**src/rtl/multi_cycle_controller_pkg.sv**
```systemverilog
// Shared encodings for the multi-cycle controller: opcode map, ALU codes, datapath selects, states.
// Pure definitions; no logic, latency or backpressure of its own.
package mc_ctrl_pkg;

  localparam logic [6:0] OP_R    = 7'd0;
  localparam logic [6:0] OP_LW   = 7'd1;
  localparam logic [6:0] OP_ADDI = 7'd2;
  localparam logic [6:0] OP_XORI = 7'd3;
  localparam logic [6:0] OP_ORI  = 7'd4;
  localparam logic [6:0] OP_SLTI = 7'd5;
  localparam logic [6:0] OP_JALR = 7'd6;
  localparam logic [6:0] OP_SW   = 7'd7;
  localparam logic [6:0] OP_JAL  = 7'd8;
  localparam logic [6:0] OP_BEQ  = 7'd9;
  localparam logic [6:0] OP_BNE  = 7'd10;
  localparam logic [6:0] OP_BLT  = 7'd11;
  localparam logic [6:0] OP_BGE  = 7'd12;
  localparam logic [6:0] OP_LUI  = 7'd13;

  localparam logic [2:0] ALU_ADD = 3'b000;
  localparam logic [2:0] ALU_SUB = 3'b001;
  localparam logic [2:0] ALU_XOR = 3'b100;
  localparam logic [2:0] ALU_OR  = 3'b110;
  localparam logic [2:0] ALU_SLT = 3'b101;

  localparam logic [2:0] IMM_I = 3'b000;
  localparam logic [2:0] IMM_S = 3'b001;
  localparam logic [2:0] IMM_B = 3'b010;
  localparam logic [2:0] IMM_J = 3'b011;
  localparam logic [2:0] IMM_U = 3'b100;

  localparam logic [1:0] RES_ALU_OUT = 2'b00;
  localparam logic [1:0] RES_MDR     = 2'b01;
  localparam logic [1:0] RES_ALU     = 2'b10;
  localparam logic [1:0] RES_IMM     = 2'b11;

  localparam logic [1:0] SRC_A_PC     = 2'b00;
  localparam logic [1:0] SRC_A_OLD_PC = 2'b01;
  localparam logic [1:0] SRC_A_RS1    = 2'b10;

  localparam logic [1:0] SRC_B_RS2  = 2'b00;
  localparam logic [1:0] SRC_B_IMM  = 2'b01;
  localparam logic [1:0] SRC_B_FOUR = 2'b10;

  typedef enum logic [3:0] {
    S_FETCH   = 4'd0,
    S_DECODE  = 4'd1,
    S_EXEC_R  = 4'd2,
    S_EXEC_I  = 4'd3,
    S_ALU_WB  = 4'd4,
    S_MEM_ADR = 4'd5,
    S_MEM_RD  = 4'd6,
    S_MEM_WB  = 4'd7,
    S_MEM_WR  = 4'd8,
    S_BRANCH  = 4'd9,
    S_JAL     = 4'd10,
    S_JALR    = 4'd11,
    S_LUI     = 4'd12,
    S_TRAP    = 4'd13
  } state_e;

  typedef struct packed {
    logic       mem_req;
    logic       mem_we;
    logic       adr_sel;
    logic       ir_we;
    logic       pc_we;
    logic       reg_we;
    logic [1:0] alu_src_a;
    logic [1:0] alu_src_b;
    logic [2:0] alu_op;
    logic [2:0] imm_sel;
    logic [1:0] result_sel;
    logic       illegal;
  } ctrl_t;

  function automatic logic is_branch(input logic [6:0] op);
    return (op == OP_BEQ) || (op == OP_BNE) || (op == OP_BLT) || (op == OP_BGE);
  endfunction

endpackage

```
**src/rtl/multi_cycle_controller_if.sv**
```systemverilog
// Control/status bundle between the multi-cycle controller (master) and its datapath/memory (slave).
// Plain wires; handshake semantics live in the controller.
interface multi_cycle_controller_if #(
  parameter int STATE_W = 4
);
  logic [6:0]         op;
  logic [2:0]         f3;
  logic               zero;
  logic               sign_bit;
  logic               mem_ready;
  logic               mem_req;
  logic               mem_we;
  logic               adr_sel;
  logic               ir_we;
  logic               pc_we;
  logic               reg_we;
  logic [1:0]         alu_src_a;
  logic [1:0]         alu_src_b;
  logic [2:0]         alu_op;
  logic [2:0]         imm_sel;
  logic [1:0]         result_sel;
  logic               illegal;
  logic [STATE_W-1:0] state_o;

  modport master (
    input  op, f3, zero, sign_bit, mem_ready,
    output mem_req, mem_we, adr_sel, ir_we, pc_we, reg_we,
           alu_src_a, alu_src_b, alu_op, imm_sel, result_sel, illegal, state_o
  );

  modport slave (
    output op, f3, zero, sign_bit, mem_ready,
    input  mem_req, mem_we, adr_sel, ir_we, pc_we, reg_we,
           alu_src_a, alu_src_b, alu_op, imm_sel, result_sel, illegal, state_o
  );
endinterface

```
**src/rtl/multi_cycle_controller_next_state.sv**
```systemverilog
// Combinational next-state decoder for the multi-cycle controller; zero latency.
// Memory states hold until mem_ready; TRAP is absorbing until reset.
module mc_next_state
  import mc_ctrl_pkg::*;
(
  input  state_e     state,
  input  logic [6:0] op,
  input  logic       mem_ready,
  output state_e     state_d
);

  always_comb begin
    state_d = S_FETCH;
    case (state)
      S_FETCH:  state_d = mem_ready ? S_DECODE : S_FETCH;
      S_DECODE: begin
        case (op)
          OP_R:                              state_d = S_EXEC_R;
          OP_ADDI, OP_XORI, OP_ORI, OP_SLTI: state_d = S_EXEC_I;
          OP_LW, OP_SW:                      state_d = S_MEM_ADR;
          OP_BEQ, OP_BNE, OP_BLT, OP_BGE:    state_d = S_BRANCH;
          OP_JAL:                            state_d = S_JAL;
          OP_JALR:                           state_d = S_JALR;
          OP_LUI:                            state_d = S_LUI;
          default:                           state_d = S_TRAP;
        endcase
      end
      S_EXEC_R:  state_d = S_ALU_WB;
      S_EXEC_I:  state_d = S_ALU_WB;
      S_MEM_ADR: state_d = (op == OP_SW) ? S_MEM_WR : S_MEM_RD;
      S_MEM_RD:  state_d = mem_ready ? S_MEM_WB : S_MEM_RD;
      S_MEM_WR:  state_d = mem_ready ? S_FETCH : S_MEM_WR;
      S_TRAP:    state_d = S_TRAP;
      // Single-cycle writeback/jump states and the unused codes 14/15 all resume fetching.
      default:   state_d = S_FETCH;
    endcase
  end

endmodule

```
**src/rtl/multi_cycle_controller.sv**
```systemverilog
// Multi-cycle sequencer: 3-5 cycles per instruction plus one per memory stall cycle; Moore outputs.
// Memory requests hold address/selects stable until mem_ready; all outputs forced to 0 while rst is low.
module multi_cycle_controller #(
  parameter int STATE_W = 4
) (
  input  logic                      clk,
  input  logic                      rst,
  multi_cycle_controller_if.master  bus
);
  import mc_ctrl_pkg::*;

  state_e state_q;
  state_e state_d;
  ctrl_t  ctrl_dec;
  ctrl_t  ctrl_out;

  mc_next_state u_next_state (
    .state     (state_q),
    .op        (bus.op),
    .mem_ready (bus.mem_ready),
    .state_d   (state_d)
  );

  always_ff @(posedge clk or negedge rst) begin
    if (!rst) begin
      state_q <= S_FETCH;
    end else begin
      state_q <= state_d;
    end
  end

  always_comb begin
    ctrl_dec = '0;
    case (state_q)
      S_FETCH: begin
        ctrl_dec.mem_req    = 1'b1;
        ctrl_dec.adr_sel    = 1'b0;
        ctrl_dec.alu_src_a  = SRC_A_PC;
        ctrl_dec.alu_src_b  = SRC_B_FOUR;
        ctrl_dec.alu_op     = ALU_ADD;
        ctrl_dec.result_sel = RES_ALU;
        ctrl_dec.ir_we      = bus.mem_ready;
        ctrl_dec.pc_we      = bus.mem_ready;
      end
      S_DECODE: begin
        // Speculatively form old_pc + imm so branch/JAL targets are ready in alu_out.
        ctrl_dec.alu_src_a = SRC_A_OLD_PC;
        ctrl_dec.alu_src_b = SRC_B_IMM;
        ctrl_dec.alu_op    = ALU_ADD;
        if (is_branch(bus.op)) begin
          ctrl_dec.imm_sel = IMM_B;
        end else if (bus.op == OP_JAL) begin
          ctrl_dec.imm_sel = IMM_J;
        end
      end
      S_EXEC_R: begin
        ctrl_dec.alu_src_a = SRC_A_RS1;
        ctrl_dec.alu_src_b = SRC_B_RS2;
        ctrl_dec.alu_op    = bus.f3;
      end
      S_EXEC_I: begin
        ctrl_dec.alu_src_a = SRC_A_RS1;
        ctrl_dec.alu_src_b = SRC_B_IMM;
        ctrl_dec.imm_sel   = IMM_I;
        case (bus.op)
          OP_XORI: ctrl_dec.alu_op = ALU_XOR;
          OP_ORI:  ctrl_dec.alu_op = ALU_OR;
          OP_SLTI: ctrl_dec.alu_op = ALU_SLT;
          default: ctrl_dec.alu_op = ALU_ADD;
        endcase
      end
      S_ALU_WB: begin
        ctrl_dec.reg_we     = 1'b1;
        ctrl_dec.result_sel = RES_ALU_OUT;
      end
      S_MEM_ADR: begin
        ctrl_dec.alu_src_a = SRC_A_RS1;
        ctrl_dec.alu_src_b = SRC_B_IMM;
        ctrl_dec.alu_op    = ALU_ADD;
        ctrl_dec.imm_sel   = (bus.op == OP_SW) ? IMM_S : IMM_I;
      end
      S_MEM_RD: begin
        ctrl_dec.mem_req = 1'b1;
        ctrl_dec.adr_sel = 1'b1;
      end
      S_MEM_WB: begin
        ctrl_dec.reg_we     = 1'b1;
        ctrl_dec.result_sel = RES_MDR;
      end
      S_MEM_WR: begin
        ctrl_dec.mem_req = 1'b1;
        ctrl_dec.mem_we  = 1'b1;
        ctrl_dec.adr_sel = 1'b1;
      end
      S_BRANCH: begin
        ctrl_dec.alu_src_a  = SRC_A_RS1;
        ctrl_dec.alu_src_b  = SRC_B_RS2;
        ctrl_dec.alu_op     = ALU_SUB;
        ctrl_dec.result_sel = RES_ALU_OUT;
        case (bus.op)
          OP_BEQ:  ctrl_dec.pc_we = bus.zero;
          OP_BNE:  ctrl_dec.pc_we = ~bus.zero;
          OP_BLT:  ctrl_dec.pc_we = bus.sign_bit;
          OP_BGE:  ctrl_dec.pc_we = ~bus.sign_bit;
          default: ctrl_dec.pc_we = 1'b0;
        endcase
      end
      S_JAL: begin
        // Datapath steers the PC register into rd whenever pc_we and reg_we coincide.
        ctrl_dec.pc_we      = 1'b1;
        ctrl_dec.reg_we     = 1'b1;
        ctrl_dec.result_sel = RES_ALU_OUT;
      end
      S_JALR: begin
        ctrl_dec.pc_we      = 1'b1;
        ctrl_dec.reg_we     = 1'b1;
        ctrl_dec.alu_src_a  = SRC_A_RS1;
        ctrl_dec.alu_src_b  = SRC_B_IMM;
        ctrl_dec.imm_sel    = IMM_I;
        ctrl_dec.alu_op     = ALU_ADD;
        ctrl_dec.result_sel = RES_ALU;
      end
      S_LUI: begin
        ctrl_dec.reg_we     = 1'b1;
        ctrl_dec.imm_sel    = IMM_U;
        ctrl_dec.result_sel = RES_IMM;
      end
      S_TRAP: begin
        ctrl_dec.illegal = 1'b1;
      end
      default: begin
        ctrl_dec = '0;
      end
    endcase
  end

  // Reset gates the outputs combinationally so FETCH's mem_req cannot leak out during reset.
  assign ctrl_out = rst ? ctrl_dec : '0;

  assign bus.mem_req    = ctrl_out.mem_req;
  assign bus.mem_we     = ctrl_out.mem_we;
  assign bus.adr_sel    = ctrl_out.adr_sel;
  assign bus.ir_we      = ctrl_out.ir_we;
  assign bus.pc_we      = ctrl_out.pc_we;
  assign bus.reg_we     = ctrl_out.reg_we;
  assign bus.alu_src_a  = ctrl_out.alu_src_a;
  assign bus.alu_src_b  = ctrl_out.alu_src_b;
  assign bus.alu_op     = ctrl_out.alu_op;
  assign bus.imm_sel    = ctrl_out.imm_sel;
  assign bus.result_sel = ctrl_out.result_sel;
  assign bus.illegal    = ctrl_out.illegal;
  assign bus.state_o    = STATE_W'(state_q);

endmodule

```
**src/flat_wrapper.sv**
```systemverilog
// flat-port wrapper written by rule: the top's interface ports become plain ports
module multi_cycle_controller_flat import mc_ctrl_pkg::*;
#(
  parameter int STATE_W = 4
)
  (clk, rst, bus_op, bus_f3, bus_zero, bus_sign_bit, bus_mem_ready, bus_mem_req, bus_mem_we, bus_adr_sel, bus_ir_we, bus_pc_we, bus_reg_we, bus_alu_src_a, bus_alu_src_b, bus_alu_op, bus_imm_sel, bus_result_sel, bus_illegal, bus_state_o);
  multi_cycle_controller_if #(.STATE_W(STATE_W)) bus_i ();
  input  logic clk;
  input  logic rst;
  input wire logic [$bits(bus_i.op)-1:0] bus_op;
  input wire logic [$bits(bus_i.f3)-1:0] bus_f3;
  input wire logic [$bits(bus_i.zero)-1:0] bus_zero;
  input wire logic [$bits(bus_i.sign_bit)-1:0] bus_sign_bit;
  input wire logic [$bits(bus_i.mem_ready)-1:0] bus_mem_ready;
  output wire logic [$bits(bus_i.mem_req)-1:0] bus_mem_req;
  output wire logic [$bits(bus_i.mem_we)-1:0] bus_mem_we;
  output wire logic [$bits(bus_i.adr_sel)-1:0] bus_adr_sel;
  output wire logic [$bits(bus_i.ir_we)-1:0] bus_ir_we;
  output wire logic [$bits(bus_i.pc_we)-1:0] bus_pc_we;
  output wire logic [$bits(bus_i.reg_we)-1:0] bus_reg_we;
  output wire logic [$bits(bus_i.alu_src_a)-1:0] bus_alu_src_a;
  output wire logic [$bits(bus_i.alu_src_b)-1:0] bus_alu_src_b;
  output wire logic [$bits(bus_i.alu_op)-1:0] bus_alu_op;
  output wire logic [$bits(bus_i.imm_sel)-1:0] bus_imm_sel;
  output wire logic [$bits(bus_i.result_sel)-1:0] bus_result_sel;
  output wire logic [$bits(bus_i.illegal)-1:0] bus_illegal;
  output wire logic [$bits(bus_i.state_o)-1:0] bus_state_o;
  assign bus_i.op = bus_op;
  assign bus_i.f3 = bus_f3;
  assign bus_i.zero = bus_zero;
  assign bus_i.sign_bit = bus_sign_bit;
  assign bus_i.mem_ready = bus_mem_ready;
  assign bus_mem_req = bus_i.mem_req;
  assign bus_mem_we = bus_i.mem_we;
  assign bus_adr_sel = bus_i.adr_sel;
  assign bus_ir_we = bus_i.ir_we;
  assign bus_pc_we = bus_i.pc_we;
  assign bus_reg_we = bus_i.reg_we;
  assign bus_alu_src_a = bus_i.alu_src_a;
  assign bus_alu_src_b = bus_i.alu_src_b;
  assign bus_alu_op = bus_i.alu_op;
  assign bus_imm_sel = bus_i.imm_sel;
  assign bus_result_sel = bus_i.result_sel;
  assign bus_illegal = bus_i.illegal;
  assign bus_state_o = bus_i.state_o;
  multi_cycle_controller #(.STATE_W(STATE_W)) u_core (.clk(clk), .rst(rst), .bus(bus_i));
endmodule
```
**config.mk**
```make
export PLATFORM = sky130hd
export DESIGN_NAME = multi_cycle_controller_flat
export DESIGN_NICKNAME = d
export VERILOG_FILES = /design/src/rtl/multi_cycle_controller_pkg.sv /design/src/rtl/multi_cycle_controller_if.sv /design/src/rtl/multi_cycle_controller_next_state.sv /design/src/rtl/multi_cycle_controller.sv /design/src/flat_wrapper.sv
export SDC_FILE = /design/constraint.sdc
export NUM_CORES = 1
export LEC_CHECK = 0
export CORE_MARGIN = 2
export CORE_UTILIZATION = 43
export DETAILED_ROUTE_END_ITERATION = 6
export PLACE_DENSITY = 0.89
export SETUP_SLACK_MARGIN = 0.15
export SYNTH_ARGS = -nofsm -noshare
export SYNTH_HDL_FRONTEND = slang
export SYNTH_SLANG_ARGS = --single-unit
```
**constraint.sdc**
```tcl
create_clock -name clk -period 3.9 [get_ports clk]
set_input_delay 0.585 -clock clk [delete_from_list [all_inputs] [get_ports clk]]
set_output_delay 0.585 -clock clk [all_outputs]
set_load 0.05 [all_outputs]
```
# Word level (Yosys, flattened, before mapping)
# Memory sizes are Yosys's and may differ from the RTL's.
# Cells that the tools add are included.
dict set report op_classes {
  n_eq_ne 22
  n_mux 22
  n_bitwise 2
  reduce_logical 12
}
# op count
set op_table {}
lappend op_table {{$pmux 7 s6} 1}
lappend op_table {{$eq 7x4->1 const B} 5}
lappend op_table {{$pmux 4 s7} 1}
lappend op_table {{$eq 4x4->1 const B} 6}
lappend op_table {{$eq 7x3->1 const B} 3}
lappend op_table {{$mux 19} 1}
lappend op_table {{$pmux 3 s3} 2}
lappend op_table {{$eq 4x3->1 const B} 4}
lappend op_table {{$mux 4} 3}
lappend op_table {{$reduce_or 2->1} 5}
lappend op_table {{$mux 1} 9}
lappend op_table {{$eq 4x2->1 const B} 2}
lappend op_table {{$eq 7x2->1 const B} 1}
lappend op_table {{$pmux 2 s3} 1}
lappend op_table {{$reduce_or 5->1} 1}
lappend op_table {{$eq 4x1->1 const B} 1}
lappend op_table {{$logic_not 4->1} 1}
lappend op_table {{$mux 2} 2}
lappend op_table {{$pmux 1 s4} 1}
lappend op_table {{$logic_not 3->1} 1}
lappend op_table {{$logic_or 1x1->1} 3}
lappend op_table {{$pmux 1 s3} 1}
lappend op_table {{$reduce_or 3->1} 1}
lappend op_table {{$not 1->1} 2}
dict set report totals {
  ff_bits 4
  mem_bits_ro 64
  elab_cells 60
  mem_count 1
}
# memory depth width rd rd_ports_with_merged_regs wr line_no
set mem_list {}
lappend mem_list {{(no name shown)} 16 4 1 0 0 multi_cycle_controller_next_state.sv:17} ;# case (op)

# Depth between registers and ports, before layout
# Gate-level depths: netlist of run 1.
dict set report logic_depth {
  ltp_word 7
  depth_mapped 5
}

# Hierarchy
# A second synthesis of run 1 with hierarchy kept.
dict set report hier_totals {
  hier_cells 125
  area_unflattened_um2 848.3
}
# module instances cells_each area_each_um2
set modules_own_cells {}
lappend modules_own_cells {multi_cycle_controller 1 82 583.1}
lappend modules_own_cells {mc_next_state 1 43 265.3}

# Worst setup path after synthesis of run 1
# OpenSTA, ideal clock, no wires.
dict set report synth_path {
  path_type {flip-flop to output port}
  from {register u_core.state_q[0], in the netlist u_core.bus.state_o[0]}
  to {output port bus_imm_sel[1]}
  arrival_ns 3.831
  slack_ns -0.516
  stages_incl_launch_ff 4
  path_buffers 1
  cell_sequence {dfrtp_1 buf_2 or4b_4 a2111oi_0}
}
dict set report synth_via {
  elab_chain_len 3
  word_cells_on_any_way 5
}
# item line_no
set synth_lines {}
lappend synth_lines {{start: declaration} multi_cycle_controller.sv:12} ;# state_e state_q;
lappend synth_lines {{start signal: assignment} multi_cycle_controller.sv:28} ;# state_q <= state_d;
lappend synth_lines {{$eq 4x4->1, or another cell as far along} multi_cycle_controller.sv:34} ;# case (state_q)
lappend synth_lines {{$pmux 3 s3 *} multi_cycle_controller.sv:34}
lappend synth_lines {{$mux 19 *} multi_cycle_controller.sv:138} ;# assign ctrl_out = rst ? ctrl_dec : '0;
lappend synth_lines {{end: declaration} flat_wrapper.sv:24} ;# output wire logic [$bits(bus_i.imm_sel)-1:0] bus_imm_sel;
# Mark *: on every way between the ends. The rest lies on a longest branch, timed or not.

# Worst setup path after layout of run 1
dict set report layout_path {
  from {input port bus_op[1]}
  to {output port bus_pc_we}
}
dict set report layout_via {
  elab_chain_len 4
  word_cells_on_any_way 7
}
# item line_no
set layout_lines {}
lappend layout_lines {{start: declaration} flat_wrapper.sv:10} ;# input wire logic [$bits(bus_i.op)-1:0] bus_op;
lappend layout_lines {{$eq 7x4->1} multi_cycle_controller.sv:100} ;# case (bus.op)
lappend layout_lines {{$pmux 1 s4 *} multi_cycle_controller.sv:100}
lappend layout_lines {{$pmux 1 s3 *} multi_cycle_controller.sv:34}
lappend layout_lines {{$mux 19 *} multi_cycle_controller.sv:138}
lappend layout_lines {{end: declaration} flat_wrapper.sv:19} ;# output wire logic [$bits(bus_i.pc_we)-1:0] bus_pc_we;
# Marked as above.

==> results.json, run 1 <==
{
  "worstPathRequired_ns": 3.31,
  "final_cell_mix": "clkdlybuf4s50_1, nand2_1, a21oi_1, nor2_1, nand3_1",
  "dpl.hpwl_mm": 1.777,
  "synth-adder-area-share_pct": 0,
  "yosysSeqAreaShare_pct": 13.25,
  "grt_pass1_wl_mm": 4.015,
  "routed_wl_mm": 2.403,
  "area_delta_synth_final_pct": 51.66,
  "tightest_slew_ns": 0.5767,
  "cts_inserted_buffers": 3,
  "grt_pass1_vias": 942,
  "synth_area_um2": 755.7,
  "slew_headroom_pct": 61.55,
  "combPwrFrac_pct": 75.5,
  "drv_slew": 0,
  "fin_setup_tns_ns": 0,
  "cts_root_buffer": "clkbuf_4",
  "finalHoldViolCount": 0,
  "route.detailed.drc": 0,
  "port_buffers": 37,
  "grt_start_max_net_pins": 21,
  "die_w_um": 45.92,
  "start_kind": "input port",
  "synthXorXnorAreaFrac_pct": 0,
  "switching_power_uw": 472.3,
  "routed_via_density": 6.143,
  "cts_setup_buffers": 0,
  "fp.coreArea_um2": 1689,
  "stdcell_count": 175,
  "skew_ns": 0.006598,
  "synth_cells": 125,
  "power.share.sequential_pct": 17.7,
  "seq_area_um2": 100.1,
  "rsz0062_at_grt": "no",
  "path_class": "input port to output port",
  "clkPwrFrac_pct": 6.8,
  "finalCriticalPeriod_ns": 3.420,
  "status": "finished, final reports clean",
  "syn_avg_cell_area_um2": 6.046,
  "gp_congestion": 0.8589,
  "grt.total_usage_pct": 25.40,
  "ios": 38,
  "ys_ff_latch": 4,
  "vdd_ir_drop_max_mv": 0.4066,
  "die_h_um": 45.92,
  "cts_tree": "yes",
  "synth_top_area_share_pct": 13.25,
  "p_leak_uw": 0.0004288,
  "die_area_um2": 2109,
  "intPower_uw": 297.2,
  "dpl_cell_area_um2": 1124,
  "finalInstanceArea_um2": 1146,
  "fp-row-count": 15,
  "clock_latency_ns": 0.24,
  "synthSimpleGateAreaFrac_pct": 50.17,
  "firstDrtPassIters": 4,
  "post_drt_wl_per_cell_um": 13.73,
  "hp-class": "input port to async pin",
  "worstPathArrival_ns": 2.84,
  "initial_core_util_pct": 44.74,
  "synth_cell_type_count": 36,
  "max_freq_mhz": 292.4,
  "setup_viol": 0,
  "diodes": 0,
  "synth.area.top_cells": "dfrtp_1, a21oi_1, nand2_1, nor2_1, nand3_1",
  "yosys.area.top_type": "dfrtp_1",
  "final_antenna_net_count": 0,
  "maxCapViolations": 0,
  "switching_share_pct": 61.38,
  "cts.sinks": 4,
  "ys_warn_count": 0,
  "ctsHoldBuffers": 0,
  "antenna_found_initial": 0,
  "largest_reg_flops": 4,
  "cts.repair.resized": 0,
  "n_fill_cell": 149,
  "cp_max_fo": 12,
  "htreeDepth": 1,
  "cts_buffer_depth": 2,
  "num_vias": 1075,
  "synth_mux_area_share_pct": 2.815,
  "synth_compound_area_share_pct": 26.16,
  "syn_nets": 140,
  "r2r_cells": 4,
  "final_common_cell": "clkdlybuf4s50_1",
  "critical_path.endpoint_type": "output port",
  "drive_gt1_share_pct": 6.962,
  "p_per_area_nw_per_um2": 671.4,
  "min_period_over_period_pct": 87.70,
  "drtIter0Drc": 48,
  "grt_overflow": 0,
  "multi_input_area_um2": 604.3,
  "clk_pin_slew_ns": 0.04,
  "synth_top_family_by_area": "simple AND/OR/NAND/NOR gates",
  "place_inst": 172,
  "nets": 175
}
cells by family after synthesis:
family | Yosys count
and+or+nand+nor | 73
DFF | 4
muxes | 2
AOI/OAI and AO/OA | 33
buffers and inverters | 13
power groups by stage:
stage          Sequential, µW  Clock [µW]  Combinational, µW
6_report                  136        52.4                581
3_3_place_gp              134           0                568
3_5_place_dp              136           0                574
2_1_floorplan             136           0                409
4_1_cts                   135        53.7                577
5_1_grt                   146        55.3                626
cell type report:
class                   count  share of cell area (%)
repair buffers             39                   33.41
well taps                  17                   1.856
inverters                   4                   1.310
clock buffers               3                   1.965
multi-input cells         108                   52.73
flip-flops and latches      4                   8.734
per-layer routing:
| layer | track usage [%] | share of wire, % | routed length, µm | up-vias |
|---|---|---|---|---|
| met3 | 1.587 | 7.3 | 175 | 4 |
| met5 | 0 | 0 | 0 | - |
| met1 | 33.89 | 42 | 1012 | 483 |
| met2 | 41.94 | 49 | 1185 | 64 |
| li1 | - | - | - | 524 |
| met4 | 10.29 | 1.2 | 30 | 0 |
path summary, 6_finish.rpt:
path	from	end	slack (ns)
max reg2reg	u_core.bus.state_o[0]$_DFF_PN0_	u_core.bus.state_o[2]$_DFF_PN0_	2.27
min	rst	u_core.bus.state_o[2]$_DFF_PN0_	0.64
min reg2reg	u_core.bus.state_o[2]$_DFF_PN0_	u_core.bus.state_o[1]$_DFF_PN0_	0.86
max	bus_op[1]	bus_pc_we	0.48
max in group asynchronous	rst	u_core.bus.state_o[1]$_DFF_PN0_	3.12
min in group clk	u_core.bus.state_o[2]$_DFF_PN0_	u_core.bus.state_o[1]$_DFF_PN0_	0.86
synth_stat cells:
library cell	n
nor3_1	7
or4b_4	1
a31oi_1	2
o32ai_1	2
nand3_1	9
o22ai_1	2
nor2b_1	5
buf_6	1
nor4bb_1	1
and4b_1	1
or3_1	1
mux2_2	1
clkinv_1	3
or4_1	1
a21o_1	2
nand2_1	18
a32o_1	1
o21ai_0	6
nand4_1	4
and2_1	2
mux2i_1	1
dfrtp_1	4
nor3b_1	2
inv_1	1
a211o_1	1
clkbuf_1	7
nand2b_1	1
nor4_1	1
a21boi_0	1
nor2_1	13
or2_2	2
nand3b_1	1
a21oi_1	15
and3_1	3
a2111oi_0	1
buf_2	1
per-stage QoR:
stage	setup slack (ns)	utilization [%]	hold slack (ns)	power [µW]
3_3_place_gp	0.5564	66.52	0.8389	702.5
6_report	0.4799	67.85	0.6369	769.5
2_1_floorplan	0.6621	-	0.2894	545.1
3_5_place_dp	0.5003	66.52	0.8353	709.3
4_1_cts	0.5018	67.85	0.6351	765.0
5_1_grt	0.4021	67.85	0.6426	827.5
critical path, cell delays in order:
cell,delay [ns]
clkdlybuf4s50_1,0.68
mux2_2,0.38
a21oi_1,0.16
o22ai_1,0.09
a32o_1,0.23
clkdlybuf4s50_1,0.70
Power figures use the tool's default switching activity.
==> run 2, diff against run 1 <==
--- a/config.mk
+++ b/config.mk
@@ -5,10 +5,12 @@
 export SDC_FILE = /design/constraint.sdc
 export NUM_CORES = 1
 export LEC_CHECK = 0
+export CAP_MARGIN = 10
 export CORE_MARGIN = 2
-export CORE_UTILIZATION = 43
+export CORE_UTILIZATION = 50
 export DETAILED_ROUTE_END_ITERATION = 6
-export PLACE_DENSITY = 0.89
+export DONT_BUFFER_PORTS = 1
+export PLACE_DENSITY = 0.69
 export SETUP_SLACK_MARGIN = 0.15
 export SYNTH_ARGS = -nofsm -noshare
 export SYNTH_HDL_FRONTEND = slang
==> run 2 against run 1 <==
- flip-flop and latch count is the same
- core utilization down 6.1 points
- via count decreased by 9.0%
- combinational power decreased by 11%
- register-to-register slack lost 0.24 ns
- routed wire length shrank 5.2%
- largest cell class unchanged
- sequential power shrank 3%
- non-clock buffer count down 22
- fmax increased by 9.1%
- critical path type is now register to output port
- setup slack improved by 0.29 ns
==> results.json, run 2 (synthesis gave the netlist of run 1 again) <==
{
  "status": "finished, final reports clean",
  "path_class": "register to output port",
  "finalCriticalPeriod_ns": 3.134,
  "cts_buffer_depth": 2,
  "nets": 153,
  "finalHoldViolCount": 0,
  "ios": 38,
  "largest_reg_flops": 4,
  "min_period_over_period_pct": 80.37,
  "final_common_cell": "nand2_1",
  "p_per_area_nw_per_um2": 783.7,
  "path_cells": "or4b_4 > or4_1 > a21oi_1 > buf_4",
  "start_kind": "register",
  "fp-row-count": 14,
  "setup_viol": 0,
  "pre_cts_slack_ns": 1.040,
  "drv_slew": 0,
  "finalInstanceArea_um2": 897.1,
  "dpl_cell_area_um2": 874.6,
  "vdd_ir_drop_max_mv": 0.5110,
  "r2r_start": "u_core.bus.state_o[2]$_DFF_PN0_",
  "grt_overflow": 0,
  "maxCapViolations": 0,
  "area_delta_synth_final_pct": 18.71,
  "place_inst": 149,
  "cts_setup_buffers": 0,
  "htreeDepth": 1,
  "critPathTopFamily": "simple AND/OR/NAND/NOR gates",
  "startpoint": "u_core.bus.state_o[2]$_DFF_PN0_",
  "clk_pin_slew_ns": 0.04,
  "n_fill_cell": 161,
  "antenna_found_initial": 0,
  "diodes": 0,
  "die_h_um": 42.88,
  "r2r_cells": 4,
  "fin_setup_tns_ns": 0,
  "clock_latency_ns": 0.25,
  "cp-endpoint": "bus_imm_sel[0]",
  "final_cell_mix": "nand2_1, buf_4, a21oi_1, nor2_1, nand3_1",
  "cts.repair.resized": 0,
  "grt_pass1_wl_mm": 3.850,
  "tightest_slew_ns": 0.9075,
  "skew_ns": 0.003106,
  "ctsHoldBuffers": 0,
  "post_drt_wl_per_cell_um": 14.99,
  "drive_gt1_share_pct": 19.12,
  "worstPathRequired_ns": 3.31,
  "die_area_um2": 1838,
  "die_w_um": 42.88,
  "worstPathArrival_ns": 2.55,
  "num_vias": 978,
  "drtIter0Drc": 25,
  "cts_tree": "yes",
  "stdcell_count": 152,
  "route.detailed.drc": 0,
  "routed_wl_mm": 2.278,
  "initial_core_util_pct": 51.98,
  "crit_cells": 4,
  "grt_start_max_net_pins": 19,
  "cp_max_fo": 17,
  "firstDrtPassIters": 4,
  "grt_pass1_vias": 820,
  "max_freq_mhz": 319.0,
  "cp_slowest_stage_delay_ns": 0.72,
  "routed_via_density": 6.434,
  "fp.coreArea_um2": 1454,
  "dpl.hpwl_mm": 1.639,
  "path_buf_inv": 1,
  "cts_root_buffer": "clkbuf_4",
  "rsz0062_at_grt": "no",
  "port_buffers": 0,
  "slew_headroom_pct": 39.50,
  "cts.sinks": 4,
  "gp_congestion": 0.8372,
  "p_leak_uw": 0.0003748,
  "setup_slack_ns": 0.7655,
  "critical_path.endpoint_type": "output port",
  "regToRegSetupSlack_ns": 2.03,
  "critPathSlowestCell": "dfrtp_1",
  "cts_inserted_buffers": 3,
  "hp-class": "input port to async pin",
  "r2r_end": "u_core.bus.state_o[3]$_DFF_PN0_",
  "grt.total_usage_pct": 26.92,
  "final_antenna_net_count": 0
}
-- run 2: how the worst min path moves through the flow --
stage	startpoint	endpoint	cells after the start	slack (ns)
after CTS	rst	u_core.bus.state_o[3]$_DFF_PN0_	0	0.03
after global placement	rst	u_core.bus.state_o[1]$_DFF_PN0_	0	0.29
final	rst	u_core.bus.state_o[3]$_DFF_PN0_	0	0.03
after floorplan	rst	u_core.bus.state_o[0]$_DFF_PN0_	0	0.29
after detailed placement	rst	u_core.bus.state_o[1]$_DFF_PN0_	0	0.29
after global routing	rst	u_core.bus.state_o[3]$_DFF_PN0_	0	0.02
-- run 2: worst register-to-register path: cells and delay by family (launching register included) --
kind            cells  cell delay, ns
simple gates        2            0.79
flops               1            0.72
compound gates      2            0.30
-- run 2: final cells by class --
cell class	count	area, µm²	share of cell area, %
clock buffers	3	22.52	2.510
inverters	4	15.01	1.674
multi-input cells	108	611.8	68.20
flip-flops and latches	4	100.1	11.16
well taps	16	20.02	2.232
repair buffers	17	127.6	14.23
-- run 2: power breakdown --
| group | internal, µW | leakage, µW | switching, µW |
|---|---|---|---|
| logic | 145 | 0.000309 | 371 |
| registers | 58.1 | 0.0000517 | 73.8 |
| clock network | 34.6 | 0.0000138 | 20.1 |
-- run 2: per-layer routing --
metal	global-route usage (%)	up-vias	share of wire [%]
met1	33.93	442	40
met2	42.73	55	50
met4	6.875	0	0.70
li1	-	477	-
met3	10.21	4	9.0
met5	0	-	0
-- run 2: metrics by stage --
| step | hold WS (ns) | power (µW) | util [%] |
|---|---|---|---|
| global placement | 0.2896 | 633.0 | 60.15 |
| finish | 0.03367 | 703.1 | 61.70 |
| global route | 0.01802 | 751.5 | 61.70 |
| CTS | 0.02760 | 698.4 | 61.70 |
| floorplan | 0.2894 | 545.1 | - |
| detailed placement | 0.2895 | 637.0 | 60.15 |
